[config.mk]
export PLATFORM = sky130hd
export DESIGN_NAME = mem_port_arbiter
export DESIGN_NICKNAME = d
export VERILOG_FILES = /design/src/rtl/mem_port_arbiter.sv
export SDC_FILE = /design/constraint.sdc
export NUM_CORES = 1
export LEC_CHECK = 0
export CAP_MARGIN = 20
export CORE_ASPECT_RATIO = 1.2
export CORE_UTILIZATION = 48
export CTS_CLUSTER_SIZE = 12
export DETAILED_ROUTE_END_ITERATION = 10
export PLACE_DENSITY = 0.8
export SLEW_MARGIN = 20
export SYNTH_ARGS = -nofsm -noshare
export SYNTH_HDL_FRONTEND = slang
export SYNTH_SLANG_ARGS = --single-unit
[constraint.sdc]
create_clock -name clk -period 2.1 [get_ports clk]
set_input_delay 0.42 -clock clk [delete_from_list [all_inputs] [get_ports clk]]
set_output_delay 0.42 -clock clk [all_outputs]
set_load 0.005 [all_outputs]
[src/rtl/mem_port_arbiter.sv]
// Round-robin burst arbiter: grants one requester at a time for req_len+1 beats.
// Optional watchdog that aborts a stalled burst is enabled with `define ARB_WATCHDOG_EN.
module mem_port_arbiter #(
  parameter int unsigned CTRL_WIDTH = 4,
  parameter int unsigned LEN_WIDTH  = 8,
  parameter int unsigned TIMEOUT    = 1024
) (
  input  logic                            clk,
  input  logic                            rst_n,
  input  logic [CTRL_WIDTH-1:0]           req,
  input  logic [CTRL_WIDTH*LEN_WIDTH-1:0] req_len,
  input  logic                            beat_valid,
  output logic [CTRL_WIDTH-1:0]           grant,
  output logic [$clog2(CTRL_WIDTH)-1:0]   grant_idx,
  output logic                            busy,
  output logic [CTRL_WIDTH-1:0]           done
`ifdef ARB_WATCHDOG_EN
  ,
  output logic                            timeout
`endif
);

  localparam int unsigned IdxW = $clog2(CTRL_WIDTH);

  typedef enum logic [1:0] {StIdle, StGrant, StRelease} state_e;

  state_e               state_q;
  logic [LEN_WIDTH-1:0] cnt_q;
  logic [LEN_WIDTH-1:0] len_q;

`ifdef ARB_WATCHDOG_EN
  localparam int unsigned WdW = (TIMEOUT > 1) ? $clog2(TIMEOUT) : 1;
  logic [WdW-1:0] wd_q;
`endif

  logic                  win_found;
  logic [IdxW-1:0]       win_idx;
  logic [CTRL_WIDTH-1:0] win_onehot;
  logic [LEN_WIDTH-1:0]  win_len;

  // Search above the pointer first, then wrap to the bottom (pointer itself comes last).
  always_comb begin
    win_found  = 1'b0;
    win_idx    = '0;
    win_onehot = '0;
    win_len    = '0;
    for (int i = 0; i < int'(CTRL_WIDTH); i++) begin
      if (!win_found && req[i] && (i > int'(grant_idx))) begin
        win_found = 1'b1;
        win_idx   = IdxW'(i);
      end
    end
    for (int i = 0; i < int'(CTRL_WIDTH); i++) begin
      if (!win_found && req[i]) begin
        win_found = 1'b1;
        win_idx   = IdxW'(i);
      end
    end
    for (int i = 0; i < int'(CTRL_WIDTH); i++) begin
      if (IdxW'(i) == win_idx) begin
        win_onehot[i] = 1'b1;
        win_len       = req_len[i*LEN_WIDTH +: LEN_WIDTH];
      end
    end
  end

  always_ff @(posedge clk or negedge rst_n) begin
    if (!rst_n) begin
      state_q   <= StIdle;
      grant     <= '0;
      grant_idx <= '0;
      busy      <= 1'b0;
      done      <= '0;
      cnt_q     <= '0;
      len_q     <= '0;
`ifdef ARB_WATCHDOG_EN
      timeout   <= 1'b0;
      wd_q      <= '0;
`endif
    end else begin
      unique case (state_q)
        StIdle: begin
          done <= '0;
          if (win_found) begin
            state_q   <= StGrant;
            grant     <= win_onehot;
            grant_idx <= win_idx;
            busy      <= 1'b1;
            len_q     <= win_len;
            cnt_q     <= '0;
`ifdef ARB_WATCHDOG_EN
            wd_q      <= '0;
`endif
          end
        end
        StGrant: begin
          if (beat_valid) begin
            if (cnt_q == len_q) begin
              state_q <= StRelease;
              done    <= grant;
              grant   <= '0;
              busy    <= 1'b0;
              cnt_q   <= '0;
            end else begin
              cnt_q <= cnt_q + 1'b1;
            end
`ifdef ARB_WATCHDOG_EN
            wd_q <= '0;
          end else if (wd_q == WdW'(TIMEOUT - 1)) begin
            // Stalled burst is abandoned without a completion pulse.
            state_q <= StRelease;
            grant   <= '0;
            busy    <= 1'b0;
            timeout <= 1'b1;
            cnt_q   <= '0;
          end else begin
            wd_q <= wd_q + 1'b1;
`endif
          end
        end
        StRelease: begin
          state_q <= StIdle;
          done    <= '0;
`ifdef ARB_WATCHDOG_EN
          timeout <= 1'b0;
`endif
        end
        default: state_q <= StIdle;
      endcase
    end
  end

endmodule

-- Yosys cells after proc, flatten, opt, wreduce, memory -nomap -nowiden
Cells that the tools add are included.
- input port bits: 39
- logic and storage cells: 86
- memory bits (read-only): 0
- bits in registers: 29
- memory bits (writable): 0
- latch bits: 0
- memories kept: 0
- shifts and indexed selects: 0
- bitwise gates (word level): 0
- multipliers: 0
- multiplexer cells: 41
- add/sub/neg operators: 1
- div/mod/pow operators: 0
- magnitude comparators: 3
- equal/unequal tests: 9
- reductions and logical operators: 25
- operators with widths (operator ; count):
    8-bit two-way mux ; 7
    4-bit two-way mux ; 5
    2-bit two-way mux ; 9
    4-bit case mux with 2 select lines ; 2
    8-bit case mux with 2 select lines ; 1
    1-bit two-way mux ; 15
    1-bit logical AND ; 9
    3-bit AND reduction ; 3
    8-bit by 1-bit adder with 8-bit output, second input constant ; 1
    8-bit == test ; 1
    1-bit logical NOT ; 6
    2-bit != test, second input constant ; 3
    2-bit == test, first input constant ; 2
    2-bit greater-than comparator, first input constant ; 2
    2-bit logical NOT ; 2
    2-bit case mux with 2 select lines ; 1
    4-bit AND reduction ; 1
    2-bit nonzero test ; 2
    1-bit by 2-bit == test with 1-bit output, first input constant ; 1
    2-bit by 1-bit == test with 1-bit output, second input constant ; 1
    2-bit == test, second input constant ; 1
    1-bit by 2-bit greater-than comparator with 1-bit output, first input constant ; 1
    1-bit case mux with 2 select lines ; 1
    2-bit AND reduction ; 1
    2-bit OR reduction ; 1

-- Depth between registers and ports, before layout
- word-level depth: 28
- gate-level depth with buffers: 6
- depth with buffers taken out: 5

-- Worst setup path before layout
Ideal clock, no wire load.
- kind: input to register
- from: in req[2]
- to: reg cnt_q[3]
- path slack: 0.449 ns
- stages on the path: 5
- data arrival time: 1.530 ns
- setup time: 0.121 ns
- path buffers: 0
- cell sequence: or4_4 > mux2i_4 > or2_4 > nor2_4 > a22o_1
- cells in the longest elaborated chain, start to end: 21
- ends and longest elaborated chain (what ; RTL line ; text):
    start: declaration ; 10 ; input logic [CTRL_WIDTH-1:0] req,
    1-bit logical AND (2 in series) ; 48 ; if (!win_found && req[i] && (i > int'(grant_idx))) begin
    1-bit two-way mux ; 48 ;
    1-bit logical NOT ; 48 ;
    1-bit logical AND (2 in series) ; 48 ;
    1-bit two-way mux ; 48 ;
    1-bit logical NOT ; 54 ; if (!win_found && req[i]) begin
    1-bit logical AND ; 54 ;
    1-bit two-way mux ; 54 ;
    (+3 left out) ; n/a ;
    1-bit logical NOT ; 54 ;
    1-bit logical AND ; 54 ;
    1-bit two-way mux * ; 54 ;
    1-bit logical NOT ; 54 ;
    1-bit logical AND ; 54 ;
    1-bit two-way mux * ; 54 ;
    2-bit != test (no line) * ; n/a ;
    3-bit AND reduction (no line) * ; n/a ;
    end signal: assignment ; 105 ; cnt_q <= cnt_q + 1'b1;
    end: declaration ; 28 ; logic [LEN_WIDTH-1:0] cnt_q;
Mark *: on every way between the ends. The rest lies on a longest branch, timed or not.
A chain may end at the register's enable or synchronous reset.

-- Worst setup path after layout
- from: in req[2]
- to: reg len_q[1]
- cells in the longest elaborated chain, start to end: 24
- elaborated cells on any way between the ends: 34
- ends and longest elaborated chain (what ; RTL line ; text):
    1-bit logical AND (2 in series) ; 48 ;
    1-bit two-way mux ; 48 ;
    1-bit logical NOT ; 48 ;
    1-bit logical AND (2 in series) ; 48 ;
    1-bit two-way mux ; 48 ;
    1-bit logical NOT ; 54 ;
    1-bit logical AND ; 54 ;
    1-bit two-way mux ; 54 ;
    (+3 left out) ; n/a ;
    1-bit logical NOT ; 54 ;
    1-bit logical AND ; 54 ;
    1-bit two-way mux ; 54 ;
    1-bit logical NOT ; 54 ;
    1-bit logical AND ; 54 ;
    2-bit two-way mux ; 54 ;
    2-bit logical NOT ; 60 ; if (IdxW'(i) == win_idx) begin
    8-bit two-way mux (4 in series) ; 60 ;
    end signal: assignment ; 89 ; len_q <= win_len;
    end: declaration ; 29 ; logic [LEN_WIDTH-1:0] len_q;
Several ways; a longest one is shown, not always the timed one.

==> flow_summary.json <==
{
  "status": "complete, no violations",
  "final.period_utilization_pct": 95.0,
  "synth_top_cell_by_area": "dfrtp_1",
  "max_clock_freq_mhz": 501,
  "grt_max_degree": 30,
  "drive_gt1_share_pct": 15.4,
  "rsz0062_at_grt": "false",
  "num_vias": 1664,
  "intPower_mw": 2.00,
  "timing_worst_setup_path_type": "in2reg",
  "cpMaxStageDelayCell": "clkdlybuf4s50_1",
  "syn_nets": 217,
  "timing.rr.start": "cnt_q[3]$_DFFE_PN0P_",
  "final-setup-viol-count": 0,
  "fin_skew_ns": 0.00605,
  "cap_viol_max_count": 0,
  "placeableCoreArea_mm2": 0.00363,
  "io_buffers": 49,
  "final_area_mm2": 0.00257,
  "netlist_area_mm2": 0.00182,
  "wl_per_cell_um": 15.8,
  "powerDensity_mw_per_mm2": 1290,
  "tns_ns": 0,
  "post_cts_buffers": 0,
  "setup_ws_ns": 0.105,
  "ys.flop_type": "dfrtp_1",
  "yosysMostFrequentCell": "dfrtp_1",
  "initialDrtViolationCount": 78,
  "p_clk_share_pct": 18.0,
  "switching_power_mw": 1.32,
  "synth.area.top_cells": "dfrtp_1 (40%), mux2i_1 (6.6%), o211ai_1 (6.2%)",
  "place_area_mm2": 0.00243,
  "crit_start": "req[2]",
  "io_pins": 50,
  "hp-start": "busy$_DFFE_PN0P_",
  "async_reset_ff_share_pct": 100,
  "crit_top_cell": "buf_4",
  "vias_per_cell": 5.70,
  "ys_types": 45,
  "track_usage_pct": 24.8,
  "p_leak_nw": 1.14,
  "netlist.area_leader.share_pct": 39.8,
  "first_pass_iters": 4,
  "synth_cells": 177,
  "numClockSinks": 29,
  "slowest_delay_ns": 0.42,
  "arrival_ns": 2.14,
  "globalplace.congestion": 0.829,
  "synthToLayoutAreaGrowth_pct": 41.2,
  "seqPwrFrac_pct": 31.4,
  "comb_power_share_pct": 50.6,
  "cts_htree_levels": 2,
  "num_rows": 24,
  "synth-seq-cells": 29,
  "final_util_pct": 70.9,
  "ant_nets": 0,
  "overflow": 0,
  "ir_drop_mv": 0.658,
  "drc": 0,
  "synth.avg_cell_area_um2": 10.3,
  "final_nets": 279,
  "dieHeight_um": 69.5,
  "hold_buffers": 0,
  "power.total_mw": 3.33,
  "path_cells": "clkdlybuf4s50_1 -> buf_4 -> nand2b_1 -> a21o_1 -> nand3_1 -> buf_4 -> mux2i_2 -> o211ai_1",
  "yosysWarningCount": 0,
  "start_util_pct": 50.2,
  "start_kind": "primary input",
  "dieArea_mm2": 0.00405,
  "hold_viol": 0,
  "path_max_fanout": 9,
  "routed_wl_um": 4620,
  "yosysSeqAreaShare_pct": 39.8,
  "finalMaxSlewViolations": 0,
  "antenna_found_initial": 0,
  "pre_cts_slack_ns": -0.184,
  "grt_pass1_vias": 1729,
  "clk_pin_slew_ns": 0.06,
  "yosys-top-cells-count": "dfrtp_1 (29), nand2_1 (17), o211ai_1 (15), nor2_1 (13), mux2i_1 (12)",
  "cts_resized": 0,
  "cts_buffer_depth": 2,
  "worstHoldPathType": "reg2reg",
  "hpwl_um": 3580,
  "cts_inserted_buffers": 5,
  "period_minus_slack_ns": 2.00,
  "switching_share_pct": 39.8,
  "cp-end-kind": "flop",
  "synth_edf_count": 0,
  "cts-root-buf": "clkbuf_8",
  "cts_tree": "built",
  "crit_required_ns": 2.25,
  "grt_pass1_wl_um": 7740,
  "die_w_um": 58.3,
  "slew_headroom_pct": 71.2,
  "worstMarginPinSlew_ns": 0.432,
  "diodes": 0,
  "clk_latency_ns": 0.28
}
==> path summary, 6_finish.rpt <==
kind	to	slack, ns	depth (start not counted)
worst max-delay path	len_q[1]$_DFFE_PN0P_	0.10	8
worst min-delay path	busy$_DFFE_PN0P_	0.50	1
worst max register to register	grant[3]$_DFFE_PN0P_	0.34	5
worst min register to register	busy$_DFFE_PN0P_	0.50	1
max in group asynchronous	len_q[2]$_DFFE_PN0P_	1.32	2
min in group asynchronous	cnt_q[7]$_DFFE_PN0P_	0.52	2
==> cell type report <==
cell class | count | area, um2
Multi-Input combinational cell | 142 | 1090
Clock buffer | 7 | 86.3
Clock inverter | 1 | 30.0
Inverter | 1 | 3.75
Fill cell | 259 | 1060
Sequential cell | 29 | 726
Tap cell | 52 | 65.1
Timing Repair Buffer | 60 | 573
==> registers in the layout, summed over array words and instances (netlist names) <==
| signal | count |
|---|---|
| busy | 1 |
| cnt_q | 8 |
| done | 4 |
| grant | 4 |
| grant_idx | 2 |
| len_q | 8 |
| state_q | 2 |
==> worst max-delay path: cells and delay by family <==
family	cells	cell delay, ns
buf+inv	3	0.78
compound gates	2	0.39
mux	1	0.23
simple gates	2	0.33
==> cells in the final DEF, fill, tap and decap left out, types with 2 or more instances in the layout <==
cell type | synthesis | layout
dfrtp_1 | 29 | 29
mux2i_1 | 12 | 11
nor2_1 | 13 | 13
o2bb2ai_1 | 2 | 2
a22o_1 | 8 | 8
nand2b_1 | 2 | 2
nand3_1 | 6 | 6
xor2_1 | 8 | 8
o21ai_0 | 5 | 5
o22a_1 | 2 | 2
nor4_4 | 2 | 2
nor3_1 | 2 | 2
and3_1 | 2 | 2
o21a_1 | 2 | 2
a21o_1 | 5 | 5
nand2_1 | 17 | 17
clkbuf_8 | 0 | 6
clkdlybuf4s50_1 | 0 | 49
o211ai_1 | 15 | 15
buf_4 | 2 | 11
o31a_1 | 7 | 7
nor2b_2 | 0 | 2
and4_1 | 7 | 7
==> per-layer routing <==
metal	wire length, um	global-route usage (%)	vias up	part of all wire, %
li1	-	-	799	-
met1	1880	28.5	794	41
met2	2480	43.8	62	54
met3	193	5.78	9	4.2
met4	65	8.99	0	1.4
met5	0	0	-	0
==> power by group through the flow <==
| stage | clock network (mW) | registers [mW] | logic (mW) |
|---|---|---|---|
| 2_1_floorplan | 0 | 0.960 | 1.16 |
| 3_3_place_gp | 0 | 1.02 | 1.58 |
| 3_5_place_dp | 0 | 1.04 | 1.65 |
| 4_1_cts | 0.597 | 1.03 | 1.66 |
| 5_1_grt | 0.625 | 1.08 | 1.82 |
| 6_report | 0.599 | 1.04 | 1.68 |
==> per-stage QoR <==
| stage | cells | hold slack, ns |
|---|---|---|
| after floorplan | 177 | 0.124 |
| after global placement | 284 | 0.490 |
| after detailed placement | 284 | 0.487 |
| after CTS | 292 | 0.501 |
| after global routing | 292 | 0.517 |
| final | 292 | 0.503 |
==> cell families (layout without fill, tap and decap cells) <==
family / count (synthesis) / in the layout / share of synthesized area (%)
adder cells (fa/ha/maj): 1 / 1 / 0.686
flip-flops: 29 / 29 / 39.8
AND/OR/NAND/NOR: 65 / 65 / 22.2
buffers and inverters: 6 / 69 / 1.78
XOR/XNOR: 9 / 9 / 4.32
multiplexers: 13 / 13 / 7.82
AO/OA/AOI/OAI: 54 / 54 / 23.4
Power figures use the tool's default switching activity.
